$ cat config.mk
export PLATFORM = sky130hd
export DESIGN_NAME = icache_ctrl
export DESIGN_NICKNAME = d
export VERILOG_FILES = /design/src/rtl/icache_pkg.sv /design/src/rtl/icache_array.sv /design/src/rtl/icache_ctrl.sv
export SDC_FILE = /design/constraint.sdc
export NUM_CORES = 2
export LEC_CHECK = 0
export CAP_MARGIN = 20
export CORE_MARGIN = 2
export CORE_UTILIZATION = 45
export DETAILED_ROUTE_END_ITERATION = 12
export PLACE_DENSITY = 0.64
export SYNTH_ARGS = -nofsm -noshare
export SYNTH_HDL_FRONTEND = slang
export SYNTH_HIERARCHICAL = 1
export SYNTH_MEMORY_MAX_BITS = 65536
export SYNTH_SLANG_ARGS = --single-unit
$ cat constraint.sdc
create_clock -name clk -period 14.2 [get_ports clk]
set_clock_uncertainty 0.1 [all_clocks]
set_input_delay 3.55 -clock clk [delete_from_list [all_inputs] [get_ports clk]]
set_output_delay 3.55 -clock clk [all_outputs]
set_load 0.01 [all_outputs]
$ cat src/rtl/icache_pkg.sv
// Shared geometry, constants and FSM encoding for the direct-mapped instruction cache.
package icache_pkg;
  localparam int LINES  = 32;
  localparam int WORDS  = 4;
  localparam int TAG_W  = 23;
  localparam int IDX_W  = 5;
  localparam int WORD_W = 2;
  localparam logic [31:0] NOP_INSTR = 32'h0000_0013;

  typedef enum logic [1:0] {
    IDLE = 2'd0,
    REQ  = 2'd1,
    FILL = 2'd2
  } state_t;
endpackage

$ cat src/rtl/icache_array.sv
// Tag/valid/data storage: asynchronous read for zero-latency hits, one word write port, valid clear.
module icache_array
  import icache_pkg::*;
(
  input  logic              clk,
  input  logic              rst,
  input  logic [IDX_W-1:0]  rd_idx,
  input  logic [WORD_W-1:0] rd_word,
  output logic [TAG_W-1:0]  rd_tag,
  output logic              rd_valid,
  output logic [31:0]       rd_data,
  input  logic              wr_en,
  input  logic [IDX_W-1:0]  wr_idx,
  input  logic [WORD_W-1:0] wr_word,
  input  logic [31:0]       wr_data,
  input  logic              tag_wr,
  input  logic [TAG_W-1:0]  wr_tag
);
  logic [TAG_W-1:0] tag_mem  [LINES];
  logic [31:0]      data_mem [LINES*WORDS];
  logic [LINES-1:0] valid_reg;

  // Tag and data contents are deliberately left unreset; only valid bits carry meaning.
  always_ff @(posedge clk) begin
    if (wr_en)
      data_mem[{wr_idx, wr_word}] <= wr_data;
    if (tag_wr)
      tag_mem[wr_idx] <= wr_tag;
  end

  for (genvar gi = 0; gi < LINES; gi++) begin : g_valid
    always_ff @(posedge clk) begin
      if (rst)
        valid_reg[gi] <= 1'b0;
      else if (tag_wr && (wr_idx == IDX_W'(gi)))
        valid_reg[gi] <= 1'b1;
    end
  end

  assign rd_tag   = tag_mem[rd_idx];
  assign rd_valid = valid_reg[rd_idx];
  assign rd_data  = data_mem[{rd_idx, rd_word}];
endmodule

$ cat src/rtl/icache_ctrl.sv
// Direct-mapped I-cache controller: combinational hit path, single-request four-beat refill.
module icache_ctrl
  import icache_pkg::*;
(
  input  logic        clk,
  input  logic        rst,
  input  logic [31:0] PC,
  output logic [31:0] instr,
  output logic        stall,
  output logic        mem_rd_req,
  output logic [31:0] mem_addr,
  input  logic [31:0] mem_rdata,
  input  logic        mem_rdata_valid
);
  state_t            state_reg, state_next;
  logic [WORD_W-1:0] cnt_reg;
  logic [31:0]       addr_reg;

  logic [TAG_W-1:0]  rd_tag;
  logic              rd_valid;
  logic [31:0]       rd_data;
  logic              hit;
  logic              wr_en;
  logic              tag_wr;
  logic              unused_pc_bits;

  assign unused_pc_bits = ^PC[1:0];

  icache_array u_array (
    .clk      (clk),
    .rst      (rst),
    .rd_idx   (PC[8:4]),
    .rd_word  (PC[3:2]),
    .rd_tag   (rd_tag),
    .rd_valid (rd_valid),
    .rd_data  (rd_data),
    .wr_en    (wr_en),
    .wr_idx   (addr_reg[8:4]),
    .wr_word  (cnt_reg),
    .wr_data  (mem_rdata),
    .tag_wr   (tag_wr),
    .wr_tag   (addr_reg[31:9])
  );

  assign hit = rd_valid && (rd_tag == PC[31:9]);

  // Refill writes are steered only by the latched address, never by the live PC.
  assign wr_en    = !rst && (state_reg == FILL) && mem_rdata_valid;
  assign tag_wr   = wr_en && (cnt_reg == WORD_W'(WORDS - 1));
  assign mem_addr = addr_reg;

  always_ff @(posedge clk) begin
    if (rst) begin
      state_reg <= IDLE;
      cnt_reg   <= '0;
      addr_reg  <= '0;
    end else begin
      state_reg <= state_next;
      if (state_reg == IDLE && !hit)
        addr_reg <= {PC[31:4], 4'b0000};
      if (state_reg == REQ)
        cnt_reg <= '0;
      else if (wr_en)
        cnt_reg <= cnt_reg + WORD_W'(1);
    end
  end

  always_comb begin
    state_next = state_reg;
    case (state_reg)
      IDLE:    if (!hit) state_next = REQ;
      REQ:     state_next = FILL;
      FILL:    if (tag_wr) state_next = IDLE;
      default: state_next = IDLE;
    endcase
  end

  always_comb begin
    instr      = NOP_INSTR;
    stall      = 1'b0;
    mem_rd_req = 1'b0;
    if (!rst) begin
      case (state_reg)
        IDLE: begin
          if (hit) instr = rd_data;
          else     stall = 1'b1;
        end
        REQ: begin
          stall      = 1'b1;
          mem_rd_req = 1'b1;
        end
        default: stall = 1'b1;
      endcase
    end
  end
endmodule

Word level (Yosys, flattened, before mapping)
Memory sizes are Yosys's and may differ from the RTL's.
Index checks and enable logic that the tools add are counted.
Storage, ports and cells
  ROM bits: 0
  register bits after elaboration: 64
  latch bits: 0
  memories: 2
  memory bits (writable): 4832
  word-level logic and storage cells: 136
  output and inout port bits: 66
Memories
  u_array.data_mem: depth 128, width 32, read ports 1, clocked after Yosys merged registers in 0, wr ports 1, RTL line icache_array.sv:20  | logic [31:0] data_mem [LINES*WORDS];
  u_array.tag_mem: depth 32, width 23, read ports 1, clocked after Yosys merged registers in 0, wr ports 1, RTL line icache_array.sv:19  | logic [TAG_W-1:0] tag_mem [LINES];
Operators by class
  reductions and logical operators: 43
  magnitude comparators: 1
  $add $sub $neg: 1
  shifts and indexed selects: 0
  bitwise operators: 0
  multipliers: 0
  eq/ne operators: 37
  divide/modulo/power cells: 0
  mux-type cells: 17
Operator list (count)
  $mux W32: 3
  $eq A5 B5 Y1 const B: 16
  $eq A5 B4 Y1 const B: 8
  $logic_and A1 B1 Y1: 37
  $eq A23 B23 Y1: 1
  $eq A5 B3 Y1 const B: 4
  $eq A5 B2 Y1 const B: 2
  $mux W1: 10
  $lt A5 B6 Y1 const B: 1
  $pmux W2 S3: 1
  $bmux W1 S5: 1
  $eq A5 B1 Y1 const B: 1
  $logic_not A5 Y1: 1
  $eq A2 B2 Y1 const B: 2
  $mux W2: 2
  $add A2 B1 Y2 const B: 1
  $eq A2 B1 Y1 const B: 1
  $logic_not A1 Y1: 2
  $logic_not A2 Y1: 1
  $ne A2 B1 Y1 const B: 1
  $ne A2 B2 Y1 const B: 1
  $reduce_and A2 Y1: 1
  $reduce_or A2 Y1: 1

Longest topological paths before layout
  word-level depth: 6
  depth in mapped cells: 13
  gate-level depth less buffers: 8

Modules after synthesis
The synthesis kept the hierarchy.
By module, submodules not included
  icache_array: area each 184739.7 um^2, instances 1, cells an instance 7159
  icache_ctrl: area each 2157.1 um^2, instances 1, cells an instance 238

Worst setup path before layout
No wires, ideal clock.
  path type: in2out
  start: in PC[4]
  end: out instr[27]
  stages: 12
  data required time: 10.550 ns
  setup slack: 3.343 ns
  arrival: 7.207 ns
  buffers on the path: 4
  cell sequence: clkbuf_1 > buf_2 > buf_1 > mux4_2 > mux4_2 > mux2_2 > xor2_1 > nor4_2 > nand2_1 > nor4_2 > clkbuf_1 > and2_1
Between the ends
  cells in the longest elaborated chain, start to end: 6
RTL lines
  start, declared: RTL line icache_ctrl.sv:7  | input logic [31:0] PC,
  $mem_v2 Z32 W23
  net rd_tag[9]: RTL line icache_ctrl.sv:19  | logic [TAG_W-1:0] rd_tag;
  $eq A23 B23 Y1: RTL line icache_ctrl.sv:45  | assign hit = rd_valid && (rd_tag == PC[31:9]);
  $logic_and A1 B1 Y1: RTL line icache_ctrl.sv:45
  $mux W32: RTL line icache_ctrl.sv:85  | if (hit) instr = rd_data;
  $mux W32: RTL line icache_ctrl.sv:83  | case (state_reg)
  $mux W32: RTL line icache_ctrl.sv:82  | if (!rst) begin
  end, declared: RTL line icache_ctrl.sv:8  | output logic [31:0] instr,
The timed path passes the listed nets, and every way through them passes these cells. The select of a mux whose other input is x is not followed.

Worst setup path after layout
  start: in PC[4]
  end: out instr[14]
The elaborated chain is that of the path after synthesis.

==> results.txt <==
After clock tree synthesis, the repair step resized 0 gates. The worst register-to-register path has a setup slack of 9.90 ns. Most numerous cell in the Yosys netlist: edfxtp_1. The run finished with clean final reports. Pin placement for this block handled 133 I/O pins. Among all flip-flop cells after synthesis, the most frequent one is edfxtp_1.

In this run, the number of DRC markers left after iteration 0 of detailed routing was 11.9k. The worst hold path belongs to the class reg2reg. Die area: 420000 sq um. From synthesis to final layout, the design area changed by 13.9%. The headroom to the max-slew limit came out at 0.181. The number of pins with negative max-slew slack in the final report was 0; the overall die height was 648 microns. The clock net in this run drives a total of 4896 sinks.

Summing all multi-input logic gate instances after layout gives 40100 sq um. For this design the ratio of total power to cell area is 139 nW/um^2. In the routed design, unresolved DRC markers number 0. Power comes to 29.7 mW. CTS built an H-tree with a depth of 5. The final layout contains 7943 nets.

For this run, the slowest stage of the critical path takes 0.78 ns. The number of antenna violations at the first check in global routing is 60, and the maximum fanout along the worst path is 41. The worst hold path begins at u_array/valid_reg[12]. After the flow finishes, the layout carries non-filler instances totaling 13.8k. The tools report the origin of the critical flop-to-flop path as cnt_reg[1].

The wire length of the first global-routing pass was 653 mm; the arrival time at the worst endpoint was 9.03 ns. Total clock buffers created by CTS: 466. The logs give 1.52 ns for the worst setup slack after layout and 0.145 mV for the largest voltage drop on the vdd net. The run gives 0 as the overflow left after global routing.

The share of the synthesized area in the top cell type works out to 0.776. The worst slack at placement was 1.54 ns; the clock network latency to the later pin of the worst-skew pair was 0.98 ns. Final cycle utilization of the critical path: 0.893. Walking the worst path, the cells encountered are buf_8, buf_4, mux4_2, mux4_2, mux2_2, xor2_1, nor4_1, nand2_1, buf_4, nor4_4, buf_4, and2_1, clkdlybuf4s50_1. The worst-margin pin slew is 1.23 ns. Detailed placement ended at an HPWL of 249 mm. Count of flip-flops with a built-in enable after synthesis: 4832. The most area-hungry cell type in the Yosys netlist was edfxtp_1.

Counting both buffers and inverters, the worst setup path holds a total of 5. For the worst setup path, the data required time is 10.55 ns. TritonCTS built the clock tree.

Capturing element type of the critical path: an output port. The sequential cells in the finished layout cover a total of 146000 sq um. The share of synthesized flip-flops with an asynchronous set or reset was 0; the total iterations of the first detailed-routing run was 5. For the final routed database, the setup TNS stands at 0 ns. The total via count in the routed design is 84.9k. The register with the most flip-flops in the layout has 4096 of them.

The area of the core region is 413000 sq um. The path with the worst hold slack has its endpoint at u_array/valid_reg[12]. The final number of setup-violating endpoints is 0, and the count of hold buffers inserted by post-cts repair is 0.

Max-cap violations in this run came to 0. The count of standard-cell rows was 236; the synthesis-stage register bit count was 4896. The logs give 0.783 for the proportion of synthesized chip area in sequential cells and 38 for the distinct cell type count after synthesis. The worst hold path passes through 2 cells.

Maximum clock frequency: 78.9 MHz. Gate count of the mapped netlist: 7397. The fraction of final layout cells sized beyond drive strength 1 was 0.338. The total of buffers placed on input and output ports is 126. The endpoint of the worst register-to-register path was u_array/data_mem[86][17]. Setup repair after global routing left no endpoint under its margin. Kind of launch point of the worst setup path: an input port. By area the synthesized netlist is led by edfxtp_1, mux4_2, dfxtp_1. The final core area utilization came out at 0.515. The logs give 4 for the buffer levels on the longest clock path and 0.452 for the initial standard-cell utilization of the core.

The overall track demand over capacity in global routing is 0.222. The critical path in this run is classified as in2out. The register clock-pin slew on the reported worst setup and hold paths works out to 0.06 ns.

After detailed routing, the number of vias per cell comes to 6.16. After filler insertion, the fill cell instance count of the layout stands at 31.2k. The path depth of the worst reg2reg path is 5, and the static leakage is 64.7 nW. Final critical-path required period: 12.68 ns.

The final wirelength is 469 mm. The kind of cell adding the most delay to the critical path is buffers and inverters. Dividing the detail-routed wire length by the instance count gives 34.0 microns. Post-CTS timing repair inserted 0 buffers for setup. The detail route stage leaves a number of antenna-violating nets equal to 0. Number of placed cells counting well taps: 12.8k. The average cell area after synthesis came out at 25.3 sq um.

The hold violation count in the final report came out at 0. After synthesis the cells add up to 187000 sq um. The number of global-route vias before repair came out at 85.6k. Counting stages on the worst path, the most repeated cell is buf_4. The buffer type at the clock tree root was clkbuf_16. Routability-driven placement finished with a final weighted congestion of 0.777.

For the maximum number of pins on one net before global-route repair, the log shows 126. On the critical path, the stage with the largest delay is an instance of nor4_4. Measured along the x axis, the die boundary spans 648 microns.

During synthesis, Yosys emitted a total of 6 warnings. Counting instances in the post-synthesis netlist gives the leading cell types as edfxtp_1, mux4_2, clkbuf_1, nor2_1.
## metrics by stage
step	instance area (sq um)	hold slack, ns
global placement	197000	0.372
global route	213000	0.392
finish	213000	0.369
detailed placement	197000	0.361
floorplan	187000	0.335
CTS	212000	0.374
## worst max-delay path by stage
stage               slack, ns  depth (start not counted)  startpoint        end
global placement         1.41                         13       PC[4]  instr[20]
finish                   1.52                         13       PC[4]  instr[14]
global route             1.25                         13       PC[4]   instr[8]
detailed placement       1.54                         13       PC[4]  instr[14]
floorplan                3.34                         12       PC[4]  instr[27]
CTS                      1.53                         13       PC[4]  instr[14]
## power by group
group / leakage, nW / total [mW] / switching (mW) / internal [mW]
clock network: 7.28 / 12.2 / 5.34 / 6.85
registers: 44.1 / 15.9 / 0.0258 / 15.9
logic: 13.4 / 1.55 / 0.936 / 0.610
total: 64.7 / 29.7 / 6.30 / 23.4
## placed cells by master (no fill, tap or decap), drive strengths merged, types with 2 or more instances in the layout
cell type,count
edfxtp,4832
mux4,1584
clkbuf,566
buf,331
nor2,231
clkinv,229
clkdlybuf4s50,86
dfxtp,64
mux2,56
bufinv,43
diode,40
and2,30
nor3b,29
nor4b,28
a311o,28
xor2,20
nand2,20
clkinvlp,15
inv,14
nand3,11
nand2b,9
nor2b,7
nor4,6
conb,4
xnor2,3
nand4,3
a21oi,3
nor3,3
nand4bb,3
nand4b,3
and4,2
o21ai,2
a22oi,2
or2,2
## cells by family after synthesis
| group | count (synthesis) | synth area share |
|---|---|---|
| adder cells (fa/ha/maj) | 1 | 0.0000669 |
| XOR/XNOR | 23 | 0.00108 |
| flip-flops | 4896 | 0.783 |
| buffers and inverters | 410 | 0.00913 |
| AND/OR/NAND/NOR | 391 | 0.0105 |
| other | 1 | 0.0000201 |
| AO/OA/AOI/OAI | 35 | 0.00171 |
| multiplexers | 1640 | 0.194 |
## tightest hold or removal path, cell delays in order, from the launching register on
cell and delay, ns:
dfxtp_1 0.32, nor2_1 0.05, nor2_1 0.07
## area by class of cell
class                           instances  area share
Multi-Input combinational cell       2094       0.188
Sequential cell                      4896       0.688
Clock inverter                        301      0.0135
Antenna cell                           40    0.000470
Tap cell                             5474      0.0322
Clock buffer                          566      0.0568
Timing Repair Buffer                  417      0.0211
## layer usage
metal / global-route usage / share of wire / routed length [microns]
met1: 0.306 / 0.39 / 182000
met3: 0.0444 / 0.094 / 44000
met2: 0.358 / 0.49 / 228000
met5: 0 / 0.00011 / 51
met4: 0.0710 / 0.031 / 14500
(Power assumes the default switching activity.)
